File: src/rtl/uart_tx_arbiter.sv
// Round-robin packet scheduler sharing one UART TX FIFO between NREQ byte-stream requesters.
// Each granted packet is a header byte {id, len} followed by exactly len payload bytes.
module uart_tx_arbiter #(
  parameter int unsigned NREQ = 4,
  parameter int unsigned DBIT = 8,
  parameter int unsigned LBIT = 6
) (
  input  logic                   clk,
  input  logic                   reset,
  input  logic [NREQ-1:0]        req,
  input  logic [NREQ*LBIT-1:0]   req_len,
  input  logic [NREQ*DBIT-1:0]   req_data,
  input  logic [NREQ-1:0]        req_valid,
  output logic [NREQ-1:0]        req_ready,
  output logic [NREQ-1:0]        gnt,
  output logic                   twr_en,
  output logic [DBIT-1:0]        twr_data,
  input  logic                   tx_full,
  output logic                   busy,
  output logic                   pkt_done
);

  typedef enum logic [1:0] {
    IDLE,
    HEADER,
    PAYLOAD,
    DONE
  } state_t;

  state_t          state, state_nxt;
  logic [NREQ-1:0] gnt_nxt;
  logic [1:0]      id, id_nxt;
  logic [1:0]      last, last_nxt;
  logic [LBIT-1:0] len, len_nxt;
  logic [LBIT-1:0] cnt, cnt_nxt;

  logic [2*NREQ-1:0] req_rot;
  logic              found;
  int unsigned       pos;
  logic [1:0]        sel_id;
  logic [NREQ-1:0]   sel_gnt;
  logic [LBIT-1:0]   sel_len;

  logic              pay_valid;
  logic [DBIT-1:0]   pay_data;

  // Rotate the request vector so bit 0 is the requester just after `last`;
  // the first set bit of the rotated vector is the round-robin winner.
  always_comb begin
    found   = 1'b0;
    pos     = '0;
    req_rot = {req, req} >> (32'(last) + 32'd1);
    for (int unsigned k = 0; k < NREQ; k++) begin
      if (!found && req_rot[k]) begin
        found = 1'b1;
        pos   = (32'(last) + 32'd1 + k) % NREQ;
      end
    end
    sel_id  = 2'(pos);
    sel_gnt = {{(NREQ-1){1'b0}}, 1'b1} << pos;
    sel_len = '0;
    for (int unsigned i = 0; i < NREQ; i++) begin
      if (sel_gnt[i]) sel_len = req_len[i*LBIT +: LBIT];
    end
  end

  always_comb begin
    pay_valid = 1'b0;
    pay_data  = '0;
    for (int unsigned i = 0; i < NREQ; i++) begin
      if (gnt[i]) begin
        pay_valid = req_valid[i];
        pay_data  = req_data[i*DBIT +: DBIT];
      end
    end
  end

  always_ff @(posedge clk) begin
    if (reset) begin
      state <= IDLE;
      gnt   <= '0;
      id    <= '0;
      len   <= '0;
      cnt   <= '0;
      last  <= 2'(NREQ - 1);
    end else begin
      state <= state_nxt;
      gnt   <= gnt_nxt;
      id    <= id_nxt;
      len   <= len_nxt;
      cnt   <= cnt_nxt;
      last  <= last_nxt;
    end
  end

  always_comb begin
    state_nxt = state;
    gnt_nxt   = gnt;
    id_nxt    = id;
    len_nxt   = len;
    cnt_nxt   = cnt;
    last_nxt  = last;
    twr_en    = 1'b0;
    twr_data  = '0;
    req_ready = '0;
    case (state)
      IDLE: begin
        if (found) begin
          gnt_nxt   = sel_gnt;
          id_nxt    = sel_id;
          len_nxt   = sel_len;
          last_nxt  = sel_id;
          state_nxt = HEADER;
        end
      end
      HEADER: begin
        twr_data = DBIT'({id, len});
        if (!tx_full) begin
          twr_en = 1'b1;
          if (len == '0) begin
            state_nxt = DONE;
          end else begin
            cnt_nxt   = '0;
            state_nxt = PAYLOAD;
          end
        end
      end
      PAYLOAD: begin
        for (int unsigned i = 0; i < NREQ; i++) begin
          req_ready[i] = gnt[i] & ~tx_full;
        end
        if (pay_valid && !tx_full) begin
          twr_en   = 1'b1;
          twr_data = pay_data;
          cnt_nxt  = cnt + LBIT'(1);
          if (cnt_nxt == len) state_nxt = DONE;
        end
      end
      DONE: begin
        gnt_nxt   = '0;
        state_nxt = IDLE;
      end
      default: state_nxt = IDLE;
    endcase
  end

  assign busy     = (state != IDLE);
  assign pkt_done = (state == DONE);

endmodule
File: config.mk
export PLATFORM = sky130hd
export DESIGN_NAME = uart_tx_arbiter
export DESIGN_NICKNAME = d
export VERILOG_FILES = /design/src/rtl/uart_tx_arbiter.sv
export SDC_FILE = /design/constraint.sdc
export NUM_CORES = 1
export LEC_CHECK = 0
export BUFFER_PORTS_ARGS = -buffer_cell sky130_fd_sc_hd__buf_4
export CAP_MARGIN = 40
export CORE_ASPECT_RATIO = 1.2
export CORE_MARGIN = 4
export CORE_UTILIZATION = 42
export DETAILED_ROUTE_END_ITERATION = 10
export PLACE_DENSITY_LB_ADDON = 0.1
export REMOVE_ABC_BUFFERS = 1
export SLEW_MARGIN = 20
export SYNTH_ARGS = -nofsm -noshare
export SYNTH_HDL_FRONTEND = slang
export SYNTH_SLANG_ARGS = --single-unit
File: constraint.sdc
create_clock -name clk -period 4 [get_ports clk]
set_clock_uncertainty 0.2 [all_clocks]
set_input_delay 0.2 -clock clk [delete_from_list [all_inputs] [get_ports clk]]
set_output_delay 0.2 -clock clk [all_outputs]
set_load 0.005 [all_outputs]
# Word level (Yosys, flattened, before mapping)
# Index checks and enable logic that the tools add are counted.
# totals
out_inout_bits,19
in_bits,67
wordCells,82
ff_bits,22
# op_classes
n_mux,38
bitwise,5
shifts,2
reduce_logical,17
n_addsub,5
eq_ne,9
# ops
op,n
$mux W32,3
$mux W6,7
$mux W8,5
$shl A1 B32 Y4 const A,1
$pmux W8 S2,1
$pmux W6 S2,1
$mux W1,11
$mux W2,5
$ne A2 B2 Y1 const B,5
$mux W4,2
$pmux W2 S4,1
$pmux W4 S2,1
$reduce_and A4 Y1,2
$shr A8 B3 Y4,1
$add A6 B1 Y6 const B,1
$eq A6 B6 Y1,1
$logic_not A6 Y1,1
$reduce_bool A2 Y1,3
$add A2 B2 Y2 const B,2
$and A1 B1 Y1,4
$eq A2 B2 Y1 const B,2
$logic_and A1 B1 Y1,4
$logic_not A1 Y1,4
$reduce_and A2 Y1,2
6 further kinds,6

# Depth between registers and ports, before layout
# depth
ltp_word,17
depth_mapped,8
depth_no_buf,8

# Least setup slack after synthesis
# OpenSTA, ideal clock, no wires.
# synth_timing
path_type,reg2reg
startpoint,reg cnt[0]
endpoint,reg state[0]
path_stages_with_launch,7
period_less_slack_ns,1.949
slack_ns,2.051
setup_ns,0.070
n_path_buf,0
t_arrival_ns,1.678
required_ns,3.730
cell_sequence,dfxtp_1 -> ha_1 -> xor2_1 -> nor4_2 -> a41oi_1 -> or3_1 -> a21oi_1
# synth_via
elab_chain_cells,4
# synth_rtl
item,line,source
start: declaration,35,"logic [LBIT-1:0] cnt, cnt_nxt;"
start signal: assignment,91,cnt <= cnt_nxt;
$add A6 B1 Y6,135,cnt_nxt = cnt + LBIT'(1);
$eq A6 B6 Y1,136,if (cnt_nxt == len) state_nxt = DONE;
$ne A2 B2 Y1 (no line),-,
$reduce_and A4 Y1 (no line),-,
end signal: assignment,87,state <= state_nxt;
end: declaration,30,"state_t state, state_nxt;"
# Every way passes these cells.
# A chain may end at the register's enable or synchronous reset.

# Worst setup path in the final report
# layout_timing
startpoint,reg gnt[3]
endpoint,out twr_data[6]
# layout_via
elab_chain_cells,4
word_cells_on_any_way,5
cone_classes,4 x mux; 1 x reduce/logical
# layout_rtl
item,line,source
start: declaration,15,"output logic [NREQ-1:0] gnt,"
start signal: assignment,88,gnt <= gnt_nxt;
$mux W1,71,if (gnt[i]) begin
$logic_and A1 B1 Y1,132,if (pay_valid && !tx_full) begin
$mux W8 *,132,
$pmux W8 S2 *,106,case (state)
end: declaration,17,"output logic [DBIT-1:0] twr_data,"
# Mark *: on every way between the ends. The rest lies on a longest branch, timed or not.

==> reports/qor.yml <==
synthCells: 250
rr_worst_depth: 8
synthTopCellsByArea: "dfxtp_1 24%, a21oi_1 7.3%, nand2_1 6.7%, and2_1 5.1%, nor2b_1 4.8%"
ir_worst_vdd_v: 0.000333
syn_to_final_growth_pct: 40.3
drc: 0
p_leak_nw: 1.11
ant_nets: 0
gp_congestion: 0.930
routed_via_density: 5.24
antenna_found_initial: 0
finalSetupViolCount: 0
initial_core_util_pct: 43.2
power_density_nw_per_um2: 504
worst-path-buf-inv: 1
cts_hold_buf: 0
clock_sinks: 22
yosysTopAreaCell: "dfxtp_1"
crit_chain: "nand2_1 -> o21ai_0 -> nand3_1 -> o21ai_0 -> and2_1 -> buf_4"
htree_levels: 1
n_fill_cell: 423
stdcell_count: 384
core-area_um2: 4260
seq_area_um2: 440
ys_async_sr_fraction_pct: 0
first_iter_violations: 131
endpoint_kind: "primary output"
syn-cell-area_um2: 1840
slew_violations: 0
synth_edf_count: 0
wire_per_inst_um: 13.4
fin_ws_ps: 1350
yosysWarnings: 0
postCtsSetupBuffers: 0
hold_viol: 0
grt_pass1_vias: 1839
overflow: 0
insertion_delay_ps: 270
finalSetupTns_ps: 0
clockBufferDepth: 2
multi_input_comb_area_um2: 1330
fmax_mhz: 378
ioPinCount: 86
cp.arrival_ps: 2250
dieArea_um2: 5510
ys.flop_type: "dfxtp_1"
start_kind: "register"
ys_types: 44
die_h_um: 80.5
dp_worst_setup_slack_ps: 1660
grt_first_pass_wirelength_um: 8250
required_ps: 3600
clk_pin_slew_worst_paths_ps: 80
critical_path.max_stage_delay_ps: 780
finalCriticalPeriod_ps: 2650
syn_area_per_cell_um2: 7.36
cap_violations: 0
cp.depth: 6
cts_tree: "done"
grt_usage_pct: 19.0
drive_gt1_share_pct: 31.4
whs_path_depth: 2
wl_um: 5150
worst_slew_pin_slew_ps: 702
grt_setup_unrepaired: "false"
synth_seq_area_share_pct: 23.9
grt_max_degree: 23
cts-root-buf: "clkbuf_8"
outcome: "completed"
cts_resized: 0
finalCritPeriodShare_pct: 66.2
holdCritPathClass: "in -> reg"
die_w_um: 68.4
fp-row-count: 26
portBuffers: 85
num_vias: 2011
netlist.area_leader.share_pct: 23.9
cp_slowest_cell: "dfxtp_1"
path_delay_family: "flip-flops"
dp_cells: 379
first_pass_iters: 4
n_antenna_cell: 0
slew-limit-headroom_pct: 53.1
crit_path_frequent_cell: "o21ai_0"
ys_ff_latch: 22
cts_inserted_buffers: 3
nNetsFinal: 401
timing_worst_setup_path_type: "reg -> out"
place.detailed.hpwl_um: 4170
cp_max_fo: 22
==> Yosys cell counts, types with 2 or more instances <==
cell and instances:
nor2_1 15, nand2_1 33, buf_2 3, and2_1 15
inv_1 4, clkbuf_1 9, nand3_1 5, o21ai_0 17
xnor2_1 5, xor2_1 3, dfxtp_1 22, a21oi_1 27
o211ai_1 6, nand3b_1 3, a21boi_0 2, mux2i_1 8
nor2b_1 14, nor4_1 2, ha_1 5, mux2_2 6
nand2b_1 6, a221oi_1 8, nor3_1 10, a22oi_1 2
==> routing by layer <==
metal	vias to the layer above	track usage (%)	wire length, um	share of wire [%]
met4	0	5.96	81	1.6
met3	7	2.80	352	6.8
met5	-	0	0	0
met1	887	23.7	2140	41
met2	64	32.7	2580	50
li1	1053	-	-	-
==> logic make-up (layout without fill, tap and decap cells) <==
group	count (synthesis)	count (layout)	share of synthesized area [%]
AO/OA/AOI/OAI	72	72	24.3
XOR/XNOR	8	8	3.81
adder cells (fa/ha/maj)	5	5	3.40
buffers and inverters	17	95	3.87
flip-flops	22	22	23.9
multiplexers	14	14	8.02
AND/OR/NAND/NOR	112	112	32.6
==> flip-flops by register name, indices dropped and copies added (netlist names) <==
register / flops
id: 2
gnt: 4
cnt: 6
len: 6
state: 2
last: 2
==> power by group <==
| group | internal [mW] | switching, mW |
|---|---|---|
| Clock | 0.134 | 0.0718 |
| Combinational | 0.351 | 0.361 |
| Sequential | 0.278 | 0.106 |
==> area by class of cell <==
| cell class | count | area share (%) |
|---|---|---|
| clock buffers | 3 | 1.60 |
| clock inverters | 1 | 1.16 |
| inverters | 4 | 0.581 |
| multi-input cells | 211 | 51.5 |
| flip-flops and latches | 22 | 17.1 |
| well taps | 56 | 2.71 |
| repair buffers | 87 | 25.4 |
==> layout by cell type, fill, tap and decap left out, types with 2 or more instances in the layout <==
cell type / n
buf_4: 86
nand2_1: 33
a21oi_1: 27
dfxtp_1: 22
o21ai_0: 17
and2_1: 15
nor2_1: 15
nor2b_1: 14
nor3_1: 10
a221oi_1: 8
mux2i_1: 8
nand2b_1: 6
mux2_2: 6
o211ai_1: 6
nand3_1: 5
xnor2_1: 5
ha_1: 5
inv_1: 4
nand3b_1: 3
xor2_1: 3
clkbuf_8: 3
a21boi_0: 2
nor4_1: 2
a22oi_1: 2
==> path summary, 6_finish.rpt <==
kind / from / endpoint / slack, ps
setup / recovery: gnt[3] / twr_data[6] / 1350
setup reg to reg: state[1] / cnt[5] / 1610
hold / removal: reset / len[0] / 50
hold reg to reg: id[1] / id[1] / 260
==> worst reg2reg max path: stages (launching register included) <==
cell and delay (ps):
dfxtp_1 350, inv_1 90, ha_1 400, or4b_4 530, nor4_4 250, nor2_1 140
nand2_2 130, o21ai_0 100, a21oi_1 140
==> through the flow <==
step                      power (mW)  hold slack [ps]  util [%]  instance area, um2
after floorplan                0.856             69.1         -                1780
after global placement          1.08              249      58.5                2490
after detailed placement        1.10              252      58.7                2500
after CTS                       1.30             46.6      60.3                2570
after global routing            1.42             56.6      60.6                2580
final                           1.30             54.9      60.6                2580
Power figures use the tool's default switching activity.
